### src/rtl/line_encoder_ser.sv
// ============================================================================
// Module      : line_encoder_ser
// Description : Serialising ternary line encoder (NRZ / AMI / inverse AMI),
//               LSB-first, with mark polarity carried across words.
// Revision    : 1.0 - initial release
// ============================================================================
`default_nettype none

module line_encoder_ser #(
  parameter int WIDTH = 23
) (
  input  logic             clk_i,
  input  logic             rst_i,
  input  logic [WIDTH-1:0] data_i,
  input  logic [1:0]       mode_i,
  input  logic             valid_i,
  output logic             ready_o,
  output logic [1:0]       code_o,
  output logic             code_valid_o,
  output logic             last_o
);

  localparam int c_cw = (WIDTH > 1) ? $clog2(WIDTH) : 1;
  localparam logic [c_cw-1:0] c_last_cnt = c_cw'(WIDTH - 1);
  localparam logic [c_cw-1:0] c_penult   = c_cw'(WIDTH - 2);
  localparam logic [c_cw-1:0] c_one      = c_cw'(1);

  typedef enum logic [0:0] {
    S_IDLE  = 1'b0,
    S_SHIFT = 1'b1
  } state_t;

  state_t            r_state;
  logic [WIDTH-1:0]  r_sh;
  logic [c_cw-1:0]   r_cnt;
  logic [1:0]        r_md;
  logic              r_pol;
  logic [1:0]        r_code;
  logic              r_code_valid;
  logic              r_last;

  logic              w_accept;
  logic [c_cw-1:0]   w_cnt_nxt;
  logic [2:0]        w_first;
  logic [2:0]        w_next;

  // Returns {next polarity, symbol}; modes other than 1 and 2 code as NRZ.
  function automatic logic [2:0] f_symbol(input logic b, input logic [1:0] m, input logic p);
    logic       mark;
    logic [2:0] res;
    mark = 1'b0;
    res  = {p, 2'b00};
    case (m)
      2'd1:    mark = b;
      2'd2:    mark = ~b;
      default: res  = {p, (b ? 2'b01 : 2'b11)};
    endcase
    if (mark) begin
      res = {~p, (p ? 2'b11 : 2'b01)};
    end
    return res;
  endfunction

  assign ready_o   = (r_state == S_IDLE) || (r_cnt == c_last_cnt);
  assign w_accept  = valid_i && ready_o;
  assign w_cnt_nxt = r_cnt + c_one;
  assign w_first   = f_symbol(data_i[0], mode_i, r_pol);
  assign w_next    = f_symbol(r_sh[w_cnt_nxt], r_md, r_pol);

  always_ff @(posedge clk_i or posedge rst_i) begin
    if (rst_i) begin
      r_state      <= S_IDLE;
      r_sh         <= '0;
      r_cnt        <= '0;
      r_md         <= 2'b00;
      r_pol        <= 1'b0;
      r_code       <= 2'b00;
      r_code_valid <= 1'b0;
      r_last       <= 1'b0;
    end else if (w_accept) begin
      r_state         <= S_SHIFT;
      r_sh            <= data_i;
      r_md            <= mode_i;
      r_cnt           <= '0;
      {r_pol, r_code} <= w_first;
      r_code_valid    <= 1'b1;
      r_last          <= 1'b0;
    end else if (r_state == S_SHIFT) begin
      if (r_cnt == c_last_cnt) begin
        r_state      <= S_IDLE;
        r_code       <= 2'b00;
        r_code_valid <= 1'b0;
        r_last       <= 1'b0;
      end else begin
        r_cnt           <= w_cnt_nxt;
        {r_pol, r_code} <= w_next;
        r_last          <= (r_cnt == c_penult);
      end
    end
  end

  assign code_o       = r_code;
  assign code_valid_o = r_code_valid;
  assign last_o       = r_last;

endmodule

`default_nettype wire

### config.mk
export PLATFORM = sky130hd
export DESIGN_NAME = line_encoder_ser
export DESIGN_NICKNAME = d
export VERILOG_FILES = /design/src/rtl/line_encoder_ser.sv
export SDC_FILE = /design/constraint.sdc
export NUM_CORES = 1
export LEC_CHECK = 0
export BUFFER_PORTS_ARGS = -buffer_cell sky130_fd_sc_hd__buf_2
export CORE_UTILIZATION = 55
export CTS_BUF_LIST = sky130_fd_sc_hd__clkbuf_16
export DETAILED_ROUTE_END_ITERATION = 16
export PLACE_DENSITY = 0.8
export SETUP_SLACK_MARGIN = 0.2
export SLEW_MARGIN = 20
export SYNTH_ARGS = -nofsm -noshare
export SYNTH_HDL_FRONTEND = slang
export SYNTH_SLANG_ARGS = --single-unit
export TNS_END_PERCENT = 10
### constraint.sdc
create_clock -name clk_i -period 3.3 [get_ports clk_i]
set_clock_uncertainty 0.05 [all_clocks]
set_input_delay 0.99 -clock clk_i [delete_from_list [all_inputs] [get_ports clk_i]]
set_output_delay 0.99 -clock clk_i [all_outputs]
set_load 0.03 [all_outputs]
==> impl_metrics.tcl <==
set metrics [dict create \
    crit_arrival_ns 1.82 \
    yosysUniqueCellTypes 41 \
    track_usage 0.232 \
    stdcell_count 251 \
    critPathKind "reg2out" \
    worst-path-max-fanout 13 \
    cts.sinks 36 \
    grt_pass1_wl_um 6840 \
    hold_class "reg2reg" \
    period_share 0.867 \
    rsz0062_at_grt "no" \
    power.density_mw_per_mm2 1060 \
    drt_pass1_iterations 4 \
    cp.required_ns 2.26 \
    synthToLayoutAreaGrowth_pct 17.3 \
    reg2reg_depth 8 \
    outcome "finished clean" \
    stdcell_area_sq_mm 0.00234 \
    routedWlPerCell_um 15.7 \
    syn-num-nets 208 \
    synth-seq-cells 36 \
    fin_util 0.689 \
    synth.avg_cell_area_sq_um 11.5 \
    ant_nets 0 \
    cts_tree "done" \
    numCtsBuffers 5 \
    fmax_ghz 0.350 \
    ys_seq_area_frac 0.453 \
    hold-worst-slack_ns 0.447 \
    start_util 0.587 \
    cts_root_buf "clkbuf_16" \
    diodes 0 \
    setup_ws_ns 0.439 \
    max-vdd-ir-drop_mv 0.537 \
    setup_viol 0 \
    viasPerCell 5.84 \
    io_pins 33 \
    worstSetupStartpointType "flip-flop" \
    maxSlewHeadroom 0.576 \
    gp_congestion 0.968 \
    p_leak_nw 1.09 \
    clock_latency_ns 0.28 \
    die_x_um 62.2 \
    clock_path_buffers 2 \
    antenna_found_initial 0 \
    fp-row-count 21 \
    finalHoldViolCount 0 \
    nets 239 \
    place_area_sq_mm 0.00217 \
    clk_pin_slew_ns 0.05 \
    portBuffers 32 \
    die_h_um 62.2 \
    drc 0 \
    fin_tns_setup_ns 0 \
    grt_start_max_net_pins 37 \
    synth_area_sq_mm 0.00199 \
    htreeDepth 2 \
    yosys_warnings 0 \
    drt-initial-drc-count 118 \
    place_inst 243 \
    hold_depth 1 \
    finalMaxSlewViolations 0 \
    cap_violations 0 \
    pre_cts_ws_ns 0.655 \
    grt_pass1_vias 1500 \
    worstMarginPinSlew_ns 0.630 \
    dp_hpwl_um 2860 \
    endpoint_kind "output pin" \
    drt_wl_total_um 3950 \
    drive_gt1_frac 0.361 \
    overflow 0 \
    post_cts_buffers 0 \
    die_area_sq_mm 0.00386 \
    period_needed_ns 2.86 \
    totalPowerFinal_mw 2.48 \
    core_region_area_sq_mm 0.00339 \
    vias 1465 \
    syn_inst 173 \
]
## area by class of cell
type | count | area (sq um)
timing repair buffer | 35 | 183
fill | 257 | 1050
tap | 46 | 57.6
clock inverter | 3 | 37.5
multi-input combinational | 114 | 987
clock buffer | 5 | 125
inverter | 12 | 45.0
sequential | 36 | 901
## worst max-delay path: stages, from the launching register on
cell	delay [ns]
dfrtp_1	0.37
inv_1	0.09
ha_1	0.17
nand4b_1	0.31
nand2_2	0.35
buf_2	0.25
## logic make-up (layout without fill, tap and decap cells)
family                   after synthesis  after routing  share of synthesized area
XOR/XNOR                               5              5                     0.0220
buffers and inverters                 23             55                     0.0528
AND/OR/NAND/NOR                       38             38                     0.0981
flip-flops                            36             36                      0.453
AO/OA/AOI/OAI                         30             30                      0.112
adder cells (fa/ha/maj)                7              7                     0.0440
multiplexers                          34             34                      0.219
## metal layers
layer  track usage  up-vias  part of all wire
li1              -      687                 -
met1         0.267      730              0.40
met2         0.396       39              0.53
met3        0.0662        9             0.046
met4         0.110        0             0.023
met5             0        -                 0
## repair_timing
action                                 CTS  global route
resized for setup                        0             1
endpoints found under the hold margin    0             0
setup endpoints to repair                0             1
hold buffers                             0             0
## cell usage after synthesis
master | number | area (sq um)
nand3_1 | 4 | 20.0
a21oi_2 | 1 | 8.76
a211oi_1 | 1 | 7.51
nor2_1 | 9 | 33.8
o31ai_2 | 1 | 12.5
nor2b_1 | 1 | 6.26
nor4b_1 | 1 | 8.76
o21ai_0 | 10 | 50.1
and3b_1 | 1 | 8.76
o22ai_1 | 1 | 6.26
a31o_2 | 2 | 17.5
nor3_1 | 2 | 10.0
dfrtp_1 | 36 | 901
o31ai_1 | 1 | 7.51
o311ai_0 | 1 | 8.76
nand3b_1 | 2 | 15.0
o32ai_1 | 1 | 8.76
o32ai_2 | 1 | 16.3
nor4bb_1 | 1 | 10.0
buf_6 | 1 | 11.3
buf_2 | 6 | 30.0
a32o_1 | 1 | 10.0
nor3b_1 | 3 | 22.5
mux2i_1 | 6 | 60.1
nand2_1 | 12 | 45.0
o211a_1 | 2 | 20.0
a22o_1 | 1 | 8.76
o21ai_1 | 1 | 5.00
nand4b_1 | 1 | 8.76
a311o_1 | 2 | 20.0
mux4_1 | 1 | 26.3
nand4_1 | 1 | 6.26
mux4_2 | 4 | 90.1
clkbuf_1 | 3 | 11.3
xor2_1 | 4 | 35.0
inv_1 | 12 | 45.0
ha_1 | 7 | 87.6
a21oi_1 | 3 | 15.0
buf_4 | 1 | 7.51
mux2_2 | 23 | 259
xnor2_1 | 1 | 8.76
## power breakdown
part / total (mW) / leakage (nW) / internal [mW] / switching (mW)
sequential: 0.818 / 0.438 / 0.653 / 0.166
clock: 0.520 / 0.0789 / 0.350 / 0.169
combinational: 1.14 / 0.575 / 0.572 / 0.568
## sequential cells by signal, indices dropped and copies added, names as in the netlist
signal        flops
code_o            2
code_valid_o      1
last_o            1
r_cnt             5
r_md              2
r_pol             1
r_sh             23
r_state           1
## path summary, 6_finish.rpt
kind	startpoint	endpoint	slack [ns]
max in group asynchronous	rst_i	code_valid_o	2.13
min in group asynchronous	rst_i	r_sh[8]	0.75
hold / removal	last_o	last_o	0.45
setup reg to reg	r_cnt[0]	r_pol	0.68
hold reg to reg	last_o	last_o	0.45
setup / recovery	r_cnt[0]	ready_o	0.44
## layout by cell type (no fill, tap or decap), types with 2 or more instances in the layout
cell type	instances
a311o_1	2
nand3_1	4
nand2_1	11
buf_4	3
buf_2	32
mux2_2	23
o21ai_0	10
clkinv_1	2
a31o_2	2
xor2_1	4
nor3_1	2
nand3b_1	2
dfrtp_1	36
nor3b_1	3
nor2_1	9
ha_1	7
clkbuf_16	5
mux2i_1	6
inv_1	12
a21oi_1	3
o211a_1	2
mux4_2	4
Note: power is estimated with default switching activity, not from simulation.
